### src/rtl/mile_seven_seg_driver_pkg.sv
// Shared types and constants for the mileage seven-segment display slice.
package mile_seven_seg_driver_pkg;

    typedef enum logic [1:0] {
        IDLE  = 2'd0,
        SHIFT = 2'd1,
        DONE  = 2'd2
    } convState_t;

    localparam int unsigned CONV_BITS   = 14;
    localparam int unsigned BCD_BITS    = 16;
    localparam int unsigned DIGIT_IDX_W = 2;

    // Active-low segments, bit0 = a ... bit6 = g.
    localparam logic [6:0] SEG_BLANK = 7'b1111111;
    localparam logic [9:0][6:0] SEG_DIGITS = {
        7'b0010000,  // 9
        7'b0000000,  // 8
        7'b1111000,  // 7
        7'b0000010,  // 6
        7'b0010010,  // 5
        7'b0011001,  // 4
        7'b0110000,  // 3
        7'b0100100,  // 2
        7'b1111001,  // 1
        7'b1000000   // 0
    };

    function automatic logic [6:0] segEncode(input logic [3:0] digit);
        logic [6:0] seg;
        seg = SEG_BLANK;
        if (digit <= 4'd9) begin
            seg = SEG_DIGITS[digit];
        end
        return seg;
    endfunction

endpackage

### src/rtl/mile_seven_seg_driver_if.sv
// Bus between the distance stage / display pins and the display driver.
interface mile_seven_seg_driver_if;

    logic [mile_seven_seg_driver_pkg::CONV_BITS-1:0] mileCounter;
    logic [3:0]                                       anodeSelect;
    logic [6:0]                                       sevenSeg;
    logic                                             decimalPoint;
    logic                                             convBusy;

    modport master (
        output mileCounter,
        input  anodeSelect,
        input  sevenSeg,
        input  decimalPoint,
        input  convBusy
    );

    modport slave (
        input  mileCounter,
        output anodeSelect,
        output sevenSeg,
        output decimalPoint,
        output convBusy
    );

endinterface

### src/rtl/mile_seven_seg_driver_bin2bcd_seq.sv
// Sequential double-dabble: one adjust+shift per cycle, 14 cycles per conversion.
module bin2bcd_seq
    import mile_seven_seg_driver_pkg::*;
(
    input  logic                 CLK,
    input  logic                 RESET,
    input  logic                 start,
    input  logic [CONV_BITS-1:0] bin,
    output logic                 busy,
    output logic                 done,
    output logic [BCD_BITS-1:0]  bcd
);

    localparam logic [3:0] LAST_SHIFT = 4'(CONV_BITS - 1);

    convState_t           state;
    convState_t           stateNext;
    logic [CONV_BITS-1:0] shiftReg;
    logic [BCD_BITS-1:0]  bcdAcc;
    logic [BCD_BITS-1:0]  bcdAdj;
    logic [3:0]           shiftCnt;

    // State register.
    always_ff @(posedge CLK) begin
        if (RESET) begin
            state <= IDLE;
        end else begin
            state <= stateNext;
        end
    end

    // Next-state: start only honoured in IDLE, fixed 14 shifts, one commit cycle.
    always_comb begin
        stateNext = state;
        case (state)
            IDLE:    if (start) stateNext = SHIFT;
            SHIFT:   if (shiftCnt == LAST_SHIFT) stateNext = DONE;
            DONE:    stateNext = IDLE;
            default: stateNext = IDLE;
        endcase
    end

    // Add-3 to every BCD nibble that is 5 or more before the shift.
    always_comb begin
        bcdAdj = bcdAcc;
        for (int unsigned i = 0; i < BCD_BITS / 4; i++) begin
            if (bcdAcc[4*i +: 4] >= 4'd5) begin
                bcdAdj[4*i +: 4] = bcdAcc[4*i +: 4] + 4'd3;
            end
        end
    end

    // Datapath: load on start, shift the {bcd, binary} pair left in SHIFT.
    always_ff @(posedge CLK) begin
        if (RESET) begin
            shiftReg <= '0;
            bcdAcc   <= '0;
            shiftCnt <= '0;
        end else begin
            case (state)
                IDLE: begin
                    if (start) begin
                        shiftReg <= bin;
                        bcdAcc   <= '0;
                        shiftCnt <= '0;
                    end
                end
                SHIFT: begin
                    {bcdAcc, shiftReg} <= {bcdAdj[BCD_BITS-2:0], shiftReg, 1'b0};
                    shiftCnt           <= shiftCnt + 4'd1;
                end
                default: ;
            endcase
        end
    end

    // Outputs decoded from state.
    always_comb begin
        busy = (state != IDLE);
        done = (state == DONE);
        bcd  = bcdAcc;
    end

endmodule

### src/rtl/mile_seven_seg_driver.sv
// Four-digit multiplexed mileage display: clamp, BCD conversion, refresh, blanking.
module mile_seven_seg_driver
    import mile_seven_seg_driver_pkg::*;
#(
    parameter int unsigned REFRESH_DIV = 100000,
    parameter int unsigned MAX_TENTHS  = 9999
) (
    input  logic                    CLK,
    input  logic                    RESET,
    mile_seven_seg_driver_if.slave  bus
);

    localparam int unsigned          CNT_W    = (REFRESH_DIV > 1) ? $clog2(REFRESH_DIV) : 1;
    localparam logic [CNT_W-1:0]     CNT_LAST = CNT_W'(REFRESH_DIV - 1);
    localparam logic [CONV_BITS-1:0] MAX_VAL  = CONV_BITS'(MAX_TENTHS);

    logic [CONV_BITS-1:0]   clamped;
    logic [CONV_BITS-1:0]   committedBin;
    logic [CONV_BITS-1:0]   pendingBin;
    logic [BCD_BITS-1:0]    dispBcd;
    logic [BCD_BITS-1:0]    bcdView;
    logic [BCD_BITS-1:0]    convBcd;
    logic                   convBusyInt;
    logic                   convDone;
    logic                   start;
    logic [CNT_W-1:0]       refreshCnt;
    logic                   refreshWrap;
    logic [DIGIT_IDX_W-1:0] digitIdx;
    logic [DIGIT_IDX_W-1:0] digitIdxNext;
    logic [3:0]             digitVal;
    logic                   digitBlank;
    logic [6:0]             segNext;
    logic [3:0]             anodeNext;
    logic                   dpNext;

    // Clamp the input and request a conversion when it differs from what is shown.
    always_comb begin
        clamped = (bus.mileCounter > MAX_VAL) ? MAX_VAL : bus.mileCounter;
        start   = !convBusyInt && (clamped != committedBin);
    end

    bin2bcd_seq u_bin2bcd (
        .CLK   (CLK),
        .RESET (RESET),
        .start (start),
        .bin   (clamped),
        .busy  (convBusyInt),
        .done  (convDone),
        .bcd   (convBcd)
    );

    assign bus.convBusy = convBusyInt;

    // Capture the value being converted; commit digits and value together on done.
    always_ff @(posedge CLK) begin
        if (RESET) begin
            pendingBin   <= '0;
            committedBin <= '0;
            dispBcd      <= '0;
        end else begin
            if (start) begin
                pendingBin <= clamped;
            end
            if (convDone) begin
                dispBcd      <= convBcd;
                committedBin <= pendingBin;
            end
        end
    end

    // Refresh divider and digit index, free-running independent of conversions.
    always_ff @(posedge CLK) begin
        if (RESET) begin
            refreshCnt <= '0;
            digitIdx   <= '0;
        end else begin
            refreshCnt <= refreshWrap ? '0 : refreshCnt + 1'b1;
            digitIdx   <= digitIdxNext;
        end
    end

    // Select, blank and encode the digit the output registers will show next.
    // The commit cycle feeds the fresh BCD straight through so the new value
    // appears on the same edge that the display registers take it.
    always_comb begin
        refreshWrap  = (refreshCnt == CNT_LAST);
        digitIdxNext = refreshWrap ? digitIdx + 2'd1 : digitIdx;
        bcdView      = convDone ? convBcd : dispBcd;
        digitVal     = bcdView[{digitIdxNext, 2'b00} +: 4];
        case (digitIdxNext)
            2'd3:    digitBlank = (bcdView[15:12] == 4'd0);
            2'd2:    digitBlank = (bcdView[15:8] == 8'd0);
            default: digitBlank = 1'b0;
        endcase
        segNext   = digitBlank ? SEG_BLANK : segEncode(digitVal);
        anodeNext = ~(4'b0001 << digitIdxNext);
        dpNext    = (digitIdxNext != 2'd1);
    end

    // Registered display outputs.
    always_ff @(posedge CLK) begin
        if (RESET) begin
            bus.anodeSelect  <= '1;
            bus.sevenSeg     <= SEG_BLANK;
            bus.decimalPoint <= 1'b1;
        end else begin
            bus.anodeSelect  <= anodeNext;
            bus.sevenSeg     <= segNext;
            bus.decimalPoint <= dpNext;
        end
    end

endmodule

### src/flat_wrapper.sv
// flat-port wrapper written by rule: the top's interface ports become plain ports
module mile_seven_seg_driver_flat import mile_seven_seg_driver_pkg::*;
#(
    parameter int unsigned REFRESH_DIV = 100000,
    parameter int unsigned MAX_TENTHS  = 9999
)
  (CLK, RESET, bus_mileCounter, bus_anodeSelect, bus_sevenSeg, bus_decimalPoint, bus_convBusy);
  mile_seven_seg_driver_if bus_i ();
  input  logic CLK;
  input  logic RESET;
  input wire logic [$bits(bus_i.mileCounter)-1:0] bus_mileCounter;
  output wire logic [$bits(bus_i.anodeSelect)-1:0] bus_anodeSelect;
  output wire logic [$bits(bus_i.sevenSeg)-1:0] bus_sevenSeg;
  output wire logic [$bits(bus_i.decimalPoint)-1:0] bus_decimalPoint;
  output wire logic [$bits(bus_i.convBusy)-1:0] bus_convBusy;
  assign bus_i.mileCounter = bus_mileCounter;
  assign bus_anodeSelect = bus_i.anodeSelect;
  assign bus_sevenSeg = bus_i.sevenSeg;
  assign bus_decimalPoint = bus_i.decimalPoint;
  assign bus_convBusy = bus_i.convBusy;
  mile_seven_seg_driver #(.REFRESH_DIV(REFRESH_DIV), .MAX_TENTHS(MAX_TENTHS)) u_core (.CLK(CLK), .RESET(RESET), .bus(bus_i));
endmodule
### config.mk
export PLATFORM = sky130hd
export DESIGN_NAME = mile_seven_seg_driver_flat
export DESIGN_NICKNAME = d
export VERILOG_FILES = /design/src/rtl/mile_seven_seg_driver_pkg.sv /design/src/rtl/mile_seven_seg_driver_if.sv /design/src/rtl/mile_seven_seg_driver_bin2bcd_seq.sv /design/src/rtl/mile_seven_seg_driver.sv /design/src/flat_wrapper.sv
export SDC_FILE = /design/constraint.sdc
export NUM_CORES = 1
export LEC_CHECK = 0
export CORE_ASPECT_RATIO = 0.75
export CORE_UTILIZATION = 35
export CTS_CLUSTER_SIZE = 14
export DETAILED_ROUTE_END_ITERATION = 6
export PLACE_DENSITY = 0.48
export REMOVE_ABC_BUFFERS = 1
export SYNTH_ARGS = -nofsm -noshare
export SYNTH_HDL_FRONTEND = slang
export SYNTH_SLANG_ARGS = --single-unit
### constraint.sdc
create_clock -name CLK -period 4.12 [get_ports CLK]
set_clock_uncertainty 0.2 [all_clocks]
set_input_delay 1.03 -clock CLK [delete_from_list [all_inputs] [get_ports CLK]]
set_output_delay 1.03 -clock CLK [all_outputs]
set_load 0.005 [all_outputs]
==> impl_metrics.ini <==
[outcome]
status = complete, no violations

[pwr]
power.static_leakage_uw = 0.00230
power_density_nw_per_um2 = 352
total_power_uw = 2210
worst_voltage_drop_across_the_vdd_grid_uv = 174

[grt]
grt_overflow_total = 0
grt_pass1_wl_um = 22400
grt_antenna_before_repair = 0
largest_net_degree_at_the_start_of_global_routing = 43
grt_pass1_vias = 4194
grt.total_usage_pct = 17.9

[critical_path]
regToRegStartpoint = u_core.u_bin2bcd.state[0]
path_max_fanout = 14
worst-r2r-cell-count = 10
critical_path_arrival_ns = 3.84
critical_path_required_ns = 4.11
regToRegSetupSlack_ns = 0.28
regToRegEndpoint = u_core.bus.sevenSeg[4]
end_kind = register
critical_path_class = reg -> reg
startpoint_class = register

[sta]
grt_setup_unrepaired = no
max_clock_freq_mhz = 260
max-slew-margin-rel_pct = 40.2
post-route-period-util_pct = 93.2
finalSetupViolCount = 0
setup_total_negative_slack_ns = 0
period_minus_slack_ns = 3.84
worst-slew-pin-transition_ns = 0.894
report.final.slew_viol_count = 0
report.final.hold_viol_count = 0
whs_ns = 0.254

[job]
drv_cap = 0

[clock_tree]
clk_latency_ns = 0.36
cts_made_buffers = 9
ctsHoldBuffers = 0
post_cts_buffers = 0
h_tree_depth = 3
resized_gates_after_cts = 0
clock-sinks = 110
clockRootBuffer = sky130_fd_sc_hd__clkbuf_16
tritoncts_clock_tree = built
clk_transition_reported_paths_ns = 0.07
ctsLongestPathBuffers = 2

[placed_design]
hpwlAfterDp_um = 9780
gp_routability_congestion = 0.815
placement.io_buffers = 28

[detailed_routing]
vias_per_cell = 5.27
wire_per_inst_um = 15.5
vias = 4650
drt.antenna.violating_nets = 0
finalWirelength_um = 13700
drc = 0
drtIter0Drc = 210
detail_route.first_pass.iterations = 5

[logic_synthesis]
postSynth.topFlopCell = sky130_fd_sc_hd__dfxtp_1
netlist-cell-type-count = 60
synthesis.area_um2 = 5440
synth_edf_count = 0
syn_avg_cell_area_um2 = 8.36
ys_seq_elements = 110
seq_total_area_yosys_pct = 40.5
synth-warning-count = 0
synth-async-reset-ratio_pct = 0
post_synth_inst_count = 651

[floorplan]
core_area_um2 = 15200
die_h_um = 110
fp.dieW_um = 146
ioPinCount = 29
initial_core_util_pct = 35.7
die-area_um2 = 16100
rows = 39

[final_layout]
area_grow_syn2layout_pct = 15.4
n_fill_cell = 1550
insertedDiodeCount = 0
drive_above_1_share_pct = 7.53
final_layout_net_count = 704

[min_path]
holdCritStartpoint = u_core.pendingBin[6]
endpoint_worst_hold = u_core.committedBin[6]
hold_class = reg -> reg
timing.hold.worst_path_depth = 2
==> report_power, final <==
group          switching (µW)  leakage [µW]  internal [µW]  total [µW]
Combinational             103       0.00125           74.1         178
Clock                     436      0.000151            485         921
Sequential               20.1      0.000897           1090        1110
Total                     560       0.00230           1650        2210
==> critical path, cell delays in order (launching register included) <==
cell and delay (ns):
sky130_fd_sc_hd__dfxtp_1 0.43, sky130_fd_sc_hd__nand2b_1 0.68, sky130_fd_sc_hd__mux2i_1 0.55, sky130_fd_sc_hd__o21ai_0 0.17, sky130_fd_sc_hd__o22ai_1 0.16, sky130_fd_sc_hd__a22oi_1 0.18, sky130_fd_sc_hd__inv_1 0.14, sky130_fd_sc_hd__ha_1 0.18
sky130_fd_sc_hd__o22ai_1 0.08, sky130_fd_sc_hd__a221oi_1 0.66, sky130_fd_sc_hd__o311ai_0 0.26
==> Yosys cell counts (3+ instances only) <==
| cell | n | area (µm²) |
|---|---|---|
| sky130_fd_sc_hd__nor2b_1 | 4 | 25.0 |
| sky130_fd_sc_hd__xnor2_1 | 10 | 87.6 |
| sky130_fd_sc_hd__buf_2 | 4 | 20.0 |
| sky130_fd_sc_hd__o211ai_1 | 7 | 52.6 |
| sky130_fd_sc_hd__nor4_1 | 4 | 25.0 |
| sky130_fd_sc_hd__a22o_1 | 4 | 35.0 |
| sky130_fd_sc_hd__nand3_1 | 25 | 125 |
| sky130_fd_sc_hd__a211oi_1 | 11 | 82.6 |
| sky130_fd_sc_hd__o2111ai_1 | 3 | 26.3 |
| sky130_fd_sc_hd__mux2i_1 | 15 | 150 |
| sky130_fd_sc_hd__a31oi_1 | 11 | 68.8 |
| sky130_fd_sc_hd__nand2b_1 | 18 | 113 |
| sky130_fd_sc_hd__inv_1 | 18 | 67.6 |
| sky130_fd_sc_hd__and4_1 | 4 | 35.0 |
| sky130_fd_sc_hd__xor2_1 | 19 | 166 |
| sky130_fd_sc_hd__nor3_1 | 15 | 75.1 |
| sky130_fd_sc_hd__a21oi_1 | 42 | 210 |
| sky130_fd_sc_hd__nand3b_1 | 9 | 67.6 |
| sky130_fd_sc_hd__clkbuf_1 | 29 | 109 |
| sky130_fd_sc_hd__o31a_1 | 6 | 52.6 |
| sky130_fd_sc_hd__o32a_1 | 3 | 30.0 |
| sky130_fd_sc_hd__nand2_1 | 89 | 334 |
| sky130_fd_sc_hd__and2_1 | 5 | 31.3 |
| sky130_fd_sc_hd__o221ai_1 | 5 | 43.8 |
| sky130_fd_sc_hd__nand4_1 | 10 | 62.6 |
| sky130_fd_sc_hd__dfxtp_1 | 110 | 2200 |
| sky130_fd_sc_hd__or3_1 | 3 | 18.8 |
| sky130_fd_sc_hd__ha_1 | 16 | 200 |
| sky130_fd_sc_hd__o22ai_1 | 4 | 25.0 |
| sky130_fd_sc_hd__o21ai_0 | 32 | 160 |
| sky130_fd_sc_hd__nor2_1 | 66 | 248 |
| sky130_fd_sc_hd__mux4_2 | 4 | 90.1 |
| sky130_fd_sc_hd__and3_1 | 7 | 43.8 |
==> per-layer routing <==
metal / track usage, % / vias to the layer above / part of all wire (%)
met1: 26.6 / 2225 / 55
met5: 0 / - / 0
met2: 25.7 / 74 / 41
li1: - / 2343 / -
met4: 4.36 / 0 / 0.54
met3: 4.24 / 8 / 3.6
==> worst max path at each step <==
stage	startpoint	to	slack, ns	cells past startpoint
after CTS	u_core.u_bin2bcd.state[0]	u_core.bus.sevenSeg[4]	0.33	9
after floorplan	bus_mileCounter[6]	u_core.u_bin2bcd.shiftReg[8]	0.02	7
after global routing	u_core.u_bin2bcd.state[0]	u_core.bus.sevenSeg[4]	0.05	10
final	u_core.u_bin2bcd.state[0]	u_core.bus.sevenSeg[4]	0.28	10
after detailed placement	bus_mileCounter[7]	u_core.u_bin2bcd.bcd[6]	0.12	9
after global placement	bus_mileCounter[7]	u_core.u_bin2bcd.bcd[10]	0.20	9
==> metrics by stage <==
stage / util (%) / setup WS, ns / instance area [µm²] / cells
floorplan: - / 0.0212 / 5270 / 612
global placement: 39.3 / 0.203 / 5980 / 866
detailed placement: 39.3 / 0.118 / 5980 / 866
CTS: 41.2 / 0.327 / 6280 / 882
global route: 41.2 / 0.0473 / 6280 / 882
finish: 41.2 / 0.279 / 6280 / 882
==> cell usage in the layout (no fill, tap or decap), types with 3 or more instances in the layout <==
cell type	n
sky130_fd_sc_hd__xor2_1	19
sky130_fd_sc_hd__and2_1	5
sky130_fd_sc_hd__nand2_1	89
sky130_fd_sc_hd__inv_1	18
sky130_fd_sc_hd__xnor2_1	10
sky130_fd_sc_hd__or3_1	3
sky130_fd_sc_hd__o221ai_1	5
sky130_fd_sc_hd__nand2b_1	18
sky130_fd_sc_hd__o22ai_1	4
sky130_fd_sc_hd__o31a_1	6
sky130_fd_sc_hd__a22o_1	4
sky130_fd_sc_hd__a21oi_1	42
sky130_fd_sc_hd__mux4_2	4
sky130_fd_sc_hd__and4_1	4
sky130_fd_sc_hd__o2111ai_1	3
sky130_fd_sc_hd__clkbuf_16	9
sky130_fd_sc_hd__mux2i_1	15
sky130_fd_sc_hd__o32a_1	3
sky130_fd_sc_hd__o211ai_1	7
sky130_fd_sc_hd__nor3_1	15
sky130_fd_sc_hd__and3_1	7
sky130_fd_sc_hd__o21ai_0	32
sky130_fd_sc_hd__nand3_1	25
sky130_fd_sc_hd__nor2_1	66
sky130_fd_sc_hd__nand4_1	10
sky130_fd_sc_hd__nor2b_1	4
sky130_fd_sc_hd__clkdlybuf4s50_1	27
sky130_fd_sc_hd__ha_1	16
sky130_fd_sc_hd__a211oi_1	11
sky130_fd_sc_hd__nand3b_1	9
sky130_fd_sc_hd__nor4_1	4
sky130_fd_sc_hd__buf_4	20
sky130_fd_sc_hd__dfxtp_1	110
sky130_fd_sc_hd__a31oi_1	11
==> flip-flops by register name, indices dropped and copies added (netlist names), 4 cells and up <==
name	flops
u_core.refreshCnt	17
u_core.dispBcd	16
u_core.u_bin2bcd.bcd	16
u_core.committedBin	14
u_core.pendingBin	14
u_core.u_bin2bcd.shiftReg	14
u_core.bus.sevenSeg	7
u_core.bus.anodeSelect	4
u_core.u_bin2bcd.shiftCnt	4
==> logic make-up after synthesis <==
| group | share of synthesized area [%] |
|---|---|
| compound gates | 18.5 |
| xor+xnor | 4.67 |
| fa+ha+maj | 3.68 |
| buf+inv | 4.51 |
| flops | 40.5 |
| mux | 4.42 |
| simple gates | 23.7 |
==> layout make-up <==
cell class                 instances  area (µm²)  area share (%)
clock buffer                      10         229            3.65
clock inverter                     6        75.1            1.20
inverter                          19        71.3            1.14
multi-input combinational        483        3000            47.8
sequential                       110        2200            35.1
tap                              205         256            4.08
timing repair buffer              49         445            7.09
Power figures use the tool's default switching activity.
